File: config.mk
export PLATFORM = sky130hd
export DESIGN_NAME = run_monitor_flat
export DESIGN_NICKNAME = d
export VERILOG_FILES = /design/src/rtl/run_monitor_pkg.sv /design/src/rtl/run_monitor_if.sv /design/src/rtl/run_monitor_sat_cnt.sv /design/src/rtl/run_monitor.sv /design/src/flat_wrapper.sv
export SDC_FILE = /design/constraint.sdc
export NUM_CORES = 1
export LEC_CHECK = 0
export ABC_AREA = 1
export CAP_MARGIN = 20
export CORE_ASPECT_RATIO = 1.75
export CORE_MARGIN = 2
export CORE_UTILIZATION = 50
export CTS_BUF_LIST = sky130_fd_sc_hd__clkbuf_4 sky130_fd_sc_hd__clkbuf_8
export DETAILED_ROUTE_END_ITERATION = 10
export MAX_ROUTING_LAYER = met4
export PLACE_DENSITY = 0.86
export SLEW_MARGIN = 30
export SYNTH_ARGS = -nofsm -noshare
export SYNTH_HDL_FRONTEND = slang
export SYNTH_SLANG_ARGS = --single-unit
File: constraint.sdc
create_clock -name i_clk -period 2.1 [get_ports i_clk]
set_input_delay 0.42 -clock i_clk [delete_from_list [all_inputs] [get_ports i_clk]]
set_output_delay 0.42 -clock i_clk [all_outputs]
set_load 0.01 [all_outputs]
File: src/rtl/run_monitor_pkg.sv
// ============================================================================
// run_monitor_pkg : state and fail-code types shared by RTL, bench and LEDs.
// Revision: 1.0
// ============================================================================
`default_nettype none

package run_monitor_pkg;

   typedef enum logic [1:0] {
      HOLD = 2'd0,
      RUN  = 2'd1,
      PASS = 2'd2,
      FAIL = 2'd3
   } run_state_e;

   typedef enum logic [1:0] {
      FC_NONE      = 2'd0,
      FC_NO_RETIRE = 2'd1,
      FC_STALL     = 2'd2,
      FC_TIMEOUT   = 2'd3
   } fail_code_e;

endpackage

`default_nettype wire

File: src/rtl/run_monitor_if.sv
// ============================================================================
// run_monitor_if : retirement stream from the core to the run monitor.
// Revision: 1.0
// ============================================================================
`default_nettype none

interface run_monitor_if #(
   parameter int PC_W = 32
) ();
   logic            insn_vld;
   logic [PC_W-1:0] pc;

   modport master (output insn_vld, output pc);
   modport slave  (input  insn_vld, input  pc);
endinterface

`default_nettype wire

File: src/rtl/run_monitor_sat_cnt.sv
// ============================================================================
// run_monitor_sat_cnt : up-counter with synchronous clear, sticks at all-ones.
// Revision: 1.0
// ============================================================================
`default_nettype none

module run_monitor_sat_cnt #(
   parameter int W = 32
) (
   input  logic         i_clk,
   input  logic         i_rst,
   input  logic         i_clr,
   input  logic         i_inc,
   output logic [W-1:0] o_cnt
);

   logic [W-1:0] cnt_q;
   logic [W-1:0] cnt_d;

   always_comb begin
      cnt_d = cnt_q;
      if (i_clr) begin
         cnt_d = '0;
      end else if (i_inc && (cnt_q != '1)) begin
         cnt_d = cnt_q + 1'b1;
      end
   end

   always_ff @(posedge i_clk) begin
      if (i_rst) begin
         cnt_q <= '0;
      end else begin
         cnt_q <= cnt_d;
      end
   end

   assign o_cnt = cnt_q;

endmodule

`default_nettype wire

File: src/rtl/run_monitor.sv
// ============================================================================
// run_monitor : core reset sequencer plus sticky PASS/FAIL health verdict.
// Optional macro RUN_MON_SIG_EN adds the o_pc_sig retirement signature.
// Revision: 1.0
// ============================================================================
`default_nettype none

module run_monitor
   import run_monitor_pkg::*;
#(
   parameter int RST_HOLD_CYC  = 4,
   parameter int MAX_CYC       = 2000,
   parameter int STALL_LIMIT   = 256,
   parameter int HEARTBEAT_CYC = 100,
   parameter int STOP_MODE     = 0,
   parameter int PC_W          = 32,
   parameter int CNT_W         = 32
) (
   input  logic             i_clk,
   input  logic             i_rst,
   run_monitor_if.slave     ret_if,
`ifdef RUN_MON_SIG_EN
   output logic [PC_W-1:0]  o_pc_sig,
`endif
   output logic             o_cpu_rst_n,
   output logic             o_running,
   output logic             o_done,
   output logic             o_pass,
   output logic [1:0]       o_fail_code,
   output logic [CNT_W-1:0] o_cycle_cnt,
   output logic [CNT_W-1:0] o_retired_cnt,
   output logic             o_heartbeat
);

   localparam int HOLD_W = (RST_HOLD_CYC > 1) ? $clog2(RST_HOLD_CYC) : 1;
   localparam int HB_W   = (HEARTBEAT_CYC > 1) ? $clog2(HEARTBEAT_CYC) : 1;

   localparam logic [HOLD_W-1:0] C_HOLD_LAST  = HOLD_W'(RST_HOLD_CYC - 1);
   localparam logic [HB_W-1:0]   C_HB_LAST    = HB_W'(HEARTBEAT_CYC - 1);
   localparam logic [CNT_W-1:0]  C_MAX_LAST   = CNT_W'(MAX_CYC - 1);
   localparam logic [CNT_W-1:0]  C_STALL_LAST = CNT_W'(STALL_LIMIT - 1);

   run_state_e        state_q,     state_d;
   fail_code_e        code_q,      code_d;
   logic [HOLD_W-1:0] hold_q,      hold_d;
   logic [HB_W-1:0]   hb_cnt_q,    hb_cnt_d;
   logic [PC_W-1:0]   prev_pc_q,   prev_pc_d;
   logic              prev_vld_q,  prev_vld_d;
   logic              done_q,      done_d;
   logic              pass_q,      pass_d;
   logic              hb_q,        hb_d;
   logic              cpu_rst_n_q, cpu_rst_n_d;
   logic              running_q,   running_d;

   logic              run;
   logic              retire;
   logic              self_loop;
   logic              stall_hit;
   logic              timeout;
   logic [CNT_W-1:0]  cycle_cnt;
   logic [CNT_W-1:0]  retired_cnt;
   logic [CNT_W-1:0]  stall_cnt;

   assign run    = (state_q == RUN);
   assign retire = run && ret_if.insn_vld;

   run_monitor_sat_cnt #(.W(CNT_W)) u_cycle_cnt (
      .i_clk (i_clk),
      .i_rst (i_rst),
      .i_clr (1'b0),
      .i_inc (run),
      .o_cnt (cycle_cnt)
   );

   run_monitor_sat_cnt #(.W(CNT_W)) u_retire_cnt (
      .i_clk (i_clk),
      .i_rst (i_rst),
      .i_clr (1'b0),
      .i_inc (retire),
      .o_cnt (retired_cnt)
   );

   run_monitor_sat_cnt #(.W(CNT_W)) u_stall_cnt (
      .i_clk (i_clk),
      .i_rst (i_rst),
      .i_clr (retire),
      .i_inc (run && !ret_if.insn_vld),
      .o_cnt (stall_cnt)
   );

   // The stall limit is judged on the idle count accumulated before this
   // cycle, so a retirement landing on the limit cycle still counts as a hit
   // and the self-loop priority decides between the two.
   assign stall_hit = (stall_cnt == C_STALL_LAST);
   assign timeout   = (cycle_cnt == C_MAX_LAST);
   assign self_loop = (STOP_MODE == 1) && ret_if.insn_vld && prev_vld_q &&
                      (ret_if.pc == prev_pc_q);

   always_comb begin
      state_d    = state_q;
      code_d     = code_q;
      hold_d     = hold_q;
      hb_cnt_d   = hb_cnt_q;
      hb_d       = 1'b0;
      prev_pc_d  = prev_pc_q;
      prev_vld_d = prev_vld_q;
      done_d     = done_q;
      pass_d     = pass_q;

      case (state_q)
         HOLD: begin
            if (hold_q == C_HOLD_LAST) begin
               state_d = RUN;
            end else begin
               hold_d = hold_q + 1'b1;
            end
         end
         RUN: begin
            if (hb_cnt_q == C_HB_LAST) begin
               hb_cnt_d = '0;
               hb_d     = 1'b1;
            end else begin
               hb_cnt_d = hb_cnt_q + 1'b1;
            end
            if (ret_if.insn_vld) begin
               prev_pc_d  = ret_if.pc;
               prev_vld_d = 1'b1;
            end
            if (self_loop) begin
               state_d = PASS;
               done_d  = 1'b1;
               pass_d  = 1'b1;
            end else if (stall_hit) begin
               state_d = FAIL;
               done_d  = 1'b1;
               code_d  = FC_STALL;
            end else if (timeout) begin
               done_d = 1'b1;
               if (STOP_MODE == 0) begin
                  if ((retired_cnt != '0) || ret_if.insn_vld) begin
                     state_d = PASS;
                     pass_d  = 1'b1;
                  end else begin
                     state_d = FAIL;
                     code_d  = FC_NO_RETIRE;
                  end
               end else begin
                  state_d = FAIL;
                  code_d  = FC_TIMEOUT;
               end
            end
         end
         default: begin
         end
      endcase

      // Terminal states drop the core back into reset to freeze it.
      cpu_rst_n_d = (state_d == RUN);
      running_d   = (state_d == RUN);
   end

   always_ff @(posedge i_clk) begin
      if (i_rst) begin
         state_q     <= HOLD;
         code_q      <= FC_NONE;
         hold_q      <= '0;
         hb_cnt_q    <= '0;
         hb_q        <= 1'b0;
         prev_pc_q   <= '0;
         prev_vld_q  <= 1'b0;
         done_q      <= 1'b0;
         pass_q      <= 1'b0;
         cpu_rst_n_q <= 1'b0;
         running_q   <= 1'b0;
      end else begin
         state_q     <= state_d;
         code_q      <= code_d;
         hold_q      <= hold_d;
         hb_cnt_q    <= hb_cnt_d;
         hb_q        <= hb_d;
         prev_pc_q   <= prev_pc_d;
         prev_vld_q  <= prev_vld_d;
         done_q      <= done_d;
         pass_q      <= pass_d;
         cpu_rst_n_q <= cpu_rst_n_d;
         running_q   <= running_d;
      end
   end

`ifdef RUN_MON_SIG_EN
   logic [PC_W-1:0] sig_q;
   logic [PC_W-1:0] sig_d;

   always_comb begin
      sig_d = sig_q;
      if (retire) begin
         sig_d = {sig_q[PC_W-2:0], sig_q[PC_W-1]} ^ ret_if.pc;
      end
   end

   always_ff @(posedge i_clk) begin
      if (i_rst) begin
         sig_q <= '0;
      end else begin
         sig_q <= sig_d;
      end
   end

   assign o_pc_sig = sig_q;
`endif

   assign o_cpu_rst_n   = cpu_rst_n_q;
   assign o_running     = running_q;
   assign o_done        = done_q;
   assign o_pass        = pass_q;
   assign o_fail_code   = code_q;
   assign o_cycle_cnt   = cycle_cnt;
   assign o_retired_cnt = retired_cnt;
   assign o_heartbeat   = hb_q;

endmodule

`default_nettype wire

File: src/flat_wrapper.sv
// flat-port wrapper written by rule: the top's interface ports become plain ports
module run_monitor_flat import run_monitor_pkg::*;
#(
   parameter int RST_HOLD_CYC  = 4,
   parameter int MAX_CYC       = 2000,
   parameter int STALL_LIMIT   = 256,
   parameter int HEARTBEAT_CYC = 100,
   parameter int STOP_MODE     = 0,
   parameter int PC_W          = 32,
   parameter int CNT_W         = 32
)
  (i_clk, i_rst, o_cpu_rst_n, o_running, o_done, o_pass, o_fail_code, o_cycle_cnt, o_retired_cnt, o_heartbeat, ret_if_insn_vld, ret_if_pc);
  run_monitor_if #(.PC_W(PC_W)) ret_if_i ();
  input  logic i_clk;
  input  logic i_rst;
  output logic o_cpu_rst_n;
  output logic o_running;
  output logic o_done;
  output logic o_pass;
  output logic [1:0] o_fail_code;
  output logic [CNT_W-1:0] o_cycle_cnt;
  output logic [CNT_W-1:0] o_retired_cnt;
  output logic o_heartbeat;
  input wire logic [$bits(ret_if_i.insn_vld)-1:0] ret_if_insn_vld;
  input wire logic [$bits(ret_if_i.pc)-1:0] ret_if_pc;
  assign ret_if_i.insn_vld = ret_if_insn_vld;
  assign ret_if_i.pc = ret_if_pc;
  run_monitor #(.RST_HOLD_CYC(RST_HOLD_CYC), .MAX_CYC(MAX_CYC), .STALL_LIMIT(STALL_LIMIT), .HEARTBEAT_CYC(HEARTBEAT_CYC), .STOP_MODE(STOP_MODE), .PC_W(PC_W), .CNT_W(CNT_W)) u_core (.i_clk(i_clk), .i_rst(i_rst), .ret_if(ret_if_i), .o_cpu_rst_n(o_cpu_rst_n), .o_running(o_running), .o_done(o_done), .o_pass(o_pass), .o_fail_code(o_fail_code), .o_cycle_cnt(o_cycle_cnt), .o_retired_cnt(o_retired_cnt), .o_heartbeat(o_heartbeat));
endmodule
# After elaboration in Yosys (flattened, before gate mapping)
# Index checks and enable logic that the tools add are counted.
# word_totals
ff_bits	113
output_inout_bits	71
wordCells	57
# classes
n_reduce_logical	16
n_eq_ne	10
n_addsub	5
n_mux	12
bitwise	3
# ops
operator	count
32-bit by 1-bit adder with 32-bit output, second input constant	3
32-bit inequality test, second input constant	3
32-bit by 11-bit == test with 1-bit output, second input constant	1
32-bit by 8-bit == test with 1-bit output, second input constant	1
32-bit nonzero test	1
2-bit 2-to-1 mux	6
7-bit by 1-bit adder with 7-bit output, second input constant	1
7-bit == test, second input constant	1
7-bit 2-to-1 mux	1
1-bit logical AND	5
2-bit by 1-bit == test with 1-bit output, second input constant	2
1-bit 2-to-1 mux	4
2-bit case mux with 2 select lines	1
2-bit AND reduction	2
4-bit AND reduction	1
2-bit OR reduction	2
1-bit inverter	3
3-bit AND reduction	1
2-bit by 1-bit adder with 2-bit output, second input constant	1
2-bit == test, second input constant	1
2-bit logical NOT	1
2-bit by 1-bit inequality test with 1-bit output, second input constant	1
2-bit nonzero test	1
1-bit logical NOT	1
1-bit logical OR	1

# Logic depth before layout (Yosys ltp)
# logic_depth
word_depth	7
depth_mapped	12

# Hierarchy
# A second synthesis with hierarchy kept.
# unflattened
cells_unflattened	1219
area_unflattened_um2	7633.6
# modules_own_cells
module	n_inst	area_per_inst_um2	cells_each
run_monitor_sat_cnt	3	2095.8	325
run_monitor	1	1346.3	244

# Least setup slack after synthesis
# OpenSTA, ideal clock, no wires.
# synth_path
path_type	register -> register
startpoint	register u_core.u_cycle_cnt.cnt_q[1] (netlist: u_core.u_cycle_cnt.o_cnt[1])
endpoint	register u_core.u_cycle_cnt.cnt_q[1] (netlist: u_core.u_cycle_cnt.o_cnt[1])
t_required_ps	1984
setup_slack_ps	361
t_arrival_ps	1624
path_stages_with_launch	12
cell_sequence	dfxtp_1 -> ha_1 -> nand3_2 -> nor2_4 -> nand2_4 -> nor2_4 -> nand2_4 -> nand2_8 -> inv_4 -> buf_6 -> nor2_1 -> nor2_1
# synth_via
elab_chain_len	2
word_cells_on_any_way	3
# synth_lines
element	line	text
start, declared	run_monitor_sat_cnt.sv:17	logic [W-1:0] cnt_q;
start signal, assigned	run_monitor_sat_cnt.sv:33	cnt_q <= cnt_d;
parallel branches: the longest is 2 deep, another holds 32-bit by 1-bit adder with 32-bit output	n/a	
# Several ways; the timed one is not identified.
# A chain may end at the register's enable or synchronous reset.

# Worst setup path in the final report
# layout_path
startpoint	register u_core.u_cycle_cnt.cnt_q[28] (netlist: u_core.u_cycle_cnt.o_cnt[28])
endpoint	output o_cycle_cnt[28]
# layout_lines
element	line	text
end, declared	flat_wrapper.sv:21	output logic [CNT_W-1:0] o_cycle_cnt;
# No word-level cell between the ends.

==> results.md <==
* Pins Over Slew Limit at 0
* Power density cells at 565 mW/mm²
* End of the critical path: o_cycle_cnt[28]
* Final HPWL DP at 16400 µm
* Seq/Total Area, Yosys at 0.323
* Depth of the CTS H-tree at 4
* Mapped Area at 0.00701 mm²
* DRT Wirelength at 21500 µm
* Wire per inst at 14.8 µm
* XOR/XNOR share of the synthesized area at 0.0463
* Primary FF master, synth: dfxtp_1
* Cells after Synth at 1142
* Unique masters post-synth at 39
* Startpoint types: register
* #FFs+latches synth at 113
* Launch point of the worst reg-to-reg path: u_core.u_cycle_cnt.o_cnt[22]$_SDFFE_PP0P_
* Synth warn at 0
* Insertion delay to the later sink of the worst-skew pair at 0.44 ns
* Final core utilization at 0.628
* Layout filler cell count at 1282
* Post-Syn Nets at 1183
* Layout area overhead at 23.4%
* Synthesized area per cell at 6.14 µm²
* Largest family of logic cells by synthesized area: simple AND/OR/NAND/NOR gates
* Initial cell density of the core at 0.509
* Leak Pwr at 0.00323 µW
* Clk_skew at 0.0129 ns
* Tot GR Track Use at 0.303
* Post-synth ARST share at 0
* Max-Cap Viols at 0
* Via Count at 7735
* Max_slew headroom at 0.687
* Num ports at 106
* Delay-heaviest family, CP: buffers and inverters
* R2R depth at 11
* Worst reg2reg setup slack at 0.16 ns
* CP arrival at 1.59 ns
* Synth Area in Compound Gates at 0.0830
* TritonCTS Buffers at 17
* Crit path cell chain: clkdlybuf4s50_1
* Status: finished clean
* Total core area at 0.0138 mm²
* Vias per cell at 5.33
* Highest Clock Rate at 497 MHz
* CTS sink cnt at 113
* CTS tree: built
* Total negative slack at 0 ns
* ANT cells at 0
* Slew @ Worst Pin at 0.466 ns
* CP Class: register to primary output
* Post-synthesis mux area share at 0
* Worst Path Buf+Inv at 1
* CP max stage delay at 0.62 ns
* # DRC at 0
* DR iter-0 viols at 380
* Share of cells above drive strength 1 at 0.0981
* Adder-Cell Fraction of Synth Area at 0.0107
* Pin count of the biggest net entering global routing at 56
* Die Span X at 93.5 µm
* CP Capture Type: primary output
* Vert. Die Dim at 161 µm
* Slowest CP cell: clkdlybuf4s50_1
* VDD IR max at 0.000413 V
* Simple-gate portion of the synthesized area at 0.454
* Post-route clock period utilization at 0.958
* RSZ-0062 raised after global routing: false
* Critical Path RT at 1.68 ns
* Die footprint at 0.0150 mm²
* Number of synthesized flops with an enable pin at 0
* Worst-path clk slew at 0.08 ns
* Hold Path Class: primary input to register
* Final Critical Period at 2.01 ns
* Critical path depth at 1
* Row Count at 57
* Post-detailed-route count of antenna-violating nets at 0
* IO Port Bufs at 73
* CTS Root Cell: clkbuf_8
* Final Net Count at 1302
* Bufs on Longest Clock Path at 2
* DRT Pass-1 Iters at 7
* First-pass GRT wire length at 34800 µm
* Final Wtd Congestion at 0.992
* FF-to-FF End: u_core.u_cycle_cnt.o_cnt[17]$_SDFFE_PP0P_
* Overflow after GRT at 0
* Critical path fanouts, max at 8
* Initial antenna violation count at 0
* CP startpoint: u_core.u_cycle_cnt.o_cnt[28]$_SDFFE_PP0P_
* Final count of negative-setup-slack endpoints at 0
* Final Hold Fails at 0
* Hold Buf Count CTS at 0
* Number of global-route vias before repair at 7464
tightest hold or removal path, cell delays in order:
cell	delay (ns)
buf_2	0.13
buf_12	0.17
nor2_1	0.12
sequential cells by signal (all words and copies together) (netlist names):
register and flops:
u_core.u_cycle_cnt.o_cnt 32, u_core.u_retire_cnt.o_cnt 32, u_core.u_stall_cnt.o_cnt 32, u_core.hb_cnt_q 7, u_core.hold_q 2, u_core.o_fail_code 2
u_core.state_q 2, u_core.o_cpu_rst_n 1, u_core.o_done 1, u_core.o_heartbeat 1, u_core.o_pass 1
stage by stage:
| stage | worst slack, ns | hold slack (ns) | total power [µW] | cells | instance area [µm²] |
|---|---|---|---|---|---|
| final | 0.0882 | 0.463 | 4890 | 1451 | 8650 |
| after global routing | 0.0151 | 0.462 | 5060 | 1451 | 8650 |
| after CTS | 0.0960 | 0.448 | 4910 | 1451 | 8640 |
| after detailed placement | 0.0478 | 0.463 | 2830 | 1419 | 8240 |
| after global placement | 0.0329 | 0.446 | 2810 | 1419 | 8240 |
| after floorplan | 0.361 | 0.429 | 2650 | 1142 | 7010 |
final cells by class:
| cell class | count | area [µm²] | share of cell area |
|---|---|---|---|
| inverters | 102 | 385 | 0.0446 |
| well taps | 177 | 221 | 0.0256 |
| flip-flops and latches | 113 | 2260 | 0.262 |
| clock inverters | 12 | 133 | 0.0153 |
| clock buffers | 20 | 269 | 0.0311 |
| multi-input cells | 898 | 4170 | 0.482 |
| repair buffers | 129 | 1210 | 0.140 |
repair_timing:
item / 4_1_cts / 5_1_grt
buffers inserted: 0 / 0
resized for setup: 0 / 3
endpoints found under the setup margin: 0 / 3
report_power, final:
| part | total, µW | switching, µW | internal, µW |
|---|---|---|---|
| registers | 2220 | 29.3 | 2190 |
| clock network | 2110 | 979 | 1130 |
| logic | 563 | 370 | 193 |
| total | 4890 | 1380 | 3510 |
synth_stat cells (all sizes together), types with 12 or more instances:
library cell / count / share of area
o21ai: 22 / 0.016
inv: 102 / 0.055
nor2: 199 / 0.11
a21oi: 86 / 0.061
nand3: 45 / 0.034
xor2: 29 / 0.036
dfxtp: 113 / 0.32
nor3: 43 / 0.035
nand3b: 12 / 0.013
nand4: 26 / 0.023
nand2: 409 / 0.23
buf: 21 / 0.024
layout by cell type (no fill, tap or decap), types with 2 or more instances in the layout:
| master | synthesis | layout |
|---|---|---|
| a21oi_1 | 86 | 86 |
| and2_1 | 2 | 2 |
| buf_12 | 0 | 5 |
| buf_4 | 6 | 51 |
| bufinv_16 | 0 | 2 |
| clkbuf_8 | 0 | 19 |
| clkdlybuf4s50_1 | 0 | 72 |
| clkinv_2 | 0 | 2 |
| clkinvlp_4 | 0 | 6 |
| dfxtp_1 | 113 | 113 |
| ha_1 | 6 | 5 |
| inv_1 | 99 | 99 |
| inv_2 | 2 | 2 |
| inv_6 | 0 | 2 |
| nand2_1 | 402 | 402 |
| nand2_2 | 3 | 3 |
| nand2_4 | 3 | 3 |
| nand3_1 | 42 | 42 |
| nand3_2 | 3 | 3 |
| nand3b_1 | 12 | 12 |
| nand4_1 | 26 | 26 |
| nor2_1 | 186 | 184 |
| nor2_2 | 8 | 10 |
| nor2_4 | 5 | 5 |
| nor3_1 | 40 | 40 |
| nor3_4 | 2 | 2 |
| o21ai_0 | 20 | 20 |
| o21ai_1 | 2 | 2 |
| o21bai_1 | 3 | 3 |
| or2_2 | 2 | 2 |
| xnor2_1 | 8 | 8 |
| xor2_1 | 29 | 29 |
per-layer routing:
layer / vias up / GRT usage / share of wire
met5: - / - / 0
met4: 0 / 0.217 / 0.073
met3: 97 / 0.0422 / 0.043
met2: 260 / 0.540 / 0.53
met1: 3520 / 0.290 / 0.36
li1: 3858 / - / -
kinds of logic (layout without fill, tap and decap cells):
family	Yosys count	in the layout
adder cells (fa/ha/maj)	6	6
AO/OA/AOI/OAI	113	113
flip-flops	113	113
buffers and inverters	131	263
AND/OR/NAND/NOR	742	742
XOR/XNOR	37	37
how the worst min path moves through the flow:
| stage | start | endpoint | slack, ns | cells after the start |
|---|---|---|---|---|
| after global placement | u_core.hold_q[0]$_SDFFE_PP0P_ | u_core.hold_q[0]$_SDFFE_PP0P_ | 0.45 | 1 |
| after global routing | i_rst | u_core.u_cycle_cnt.o_cnt[19]$_SDFFE_PP0P_ | 0.46 | 3 |
| after CTS | i_rst | u_core.u_cycle_cnt.o_cnt[19]$_SDFFE_PP0P_ | 0.45 | 3 |
| final | i_rst | u_core.u_cycle_cnt.o_cnt[19]$_SDFFE_PP0P_ | 0.46 | 3 |
| after floorplan | u_core.hold_q[0]$_SDFFE_PP0P_ | u_core.hold_q[0]$_SDFFE_PP0P_ | 0.43 | 1 |
| after detailed placement | u_core.hold_q[0]$_SDFFE_PP0P_ | u_core.hold_q[0]$_SDFFE_PP0P_ | 0.46 | 1 |
No activity file was read; power rests on OpenSTA's default activity.
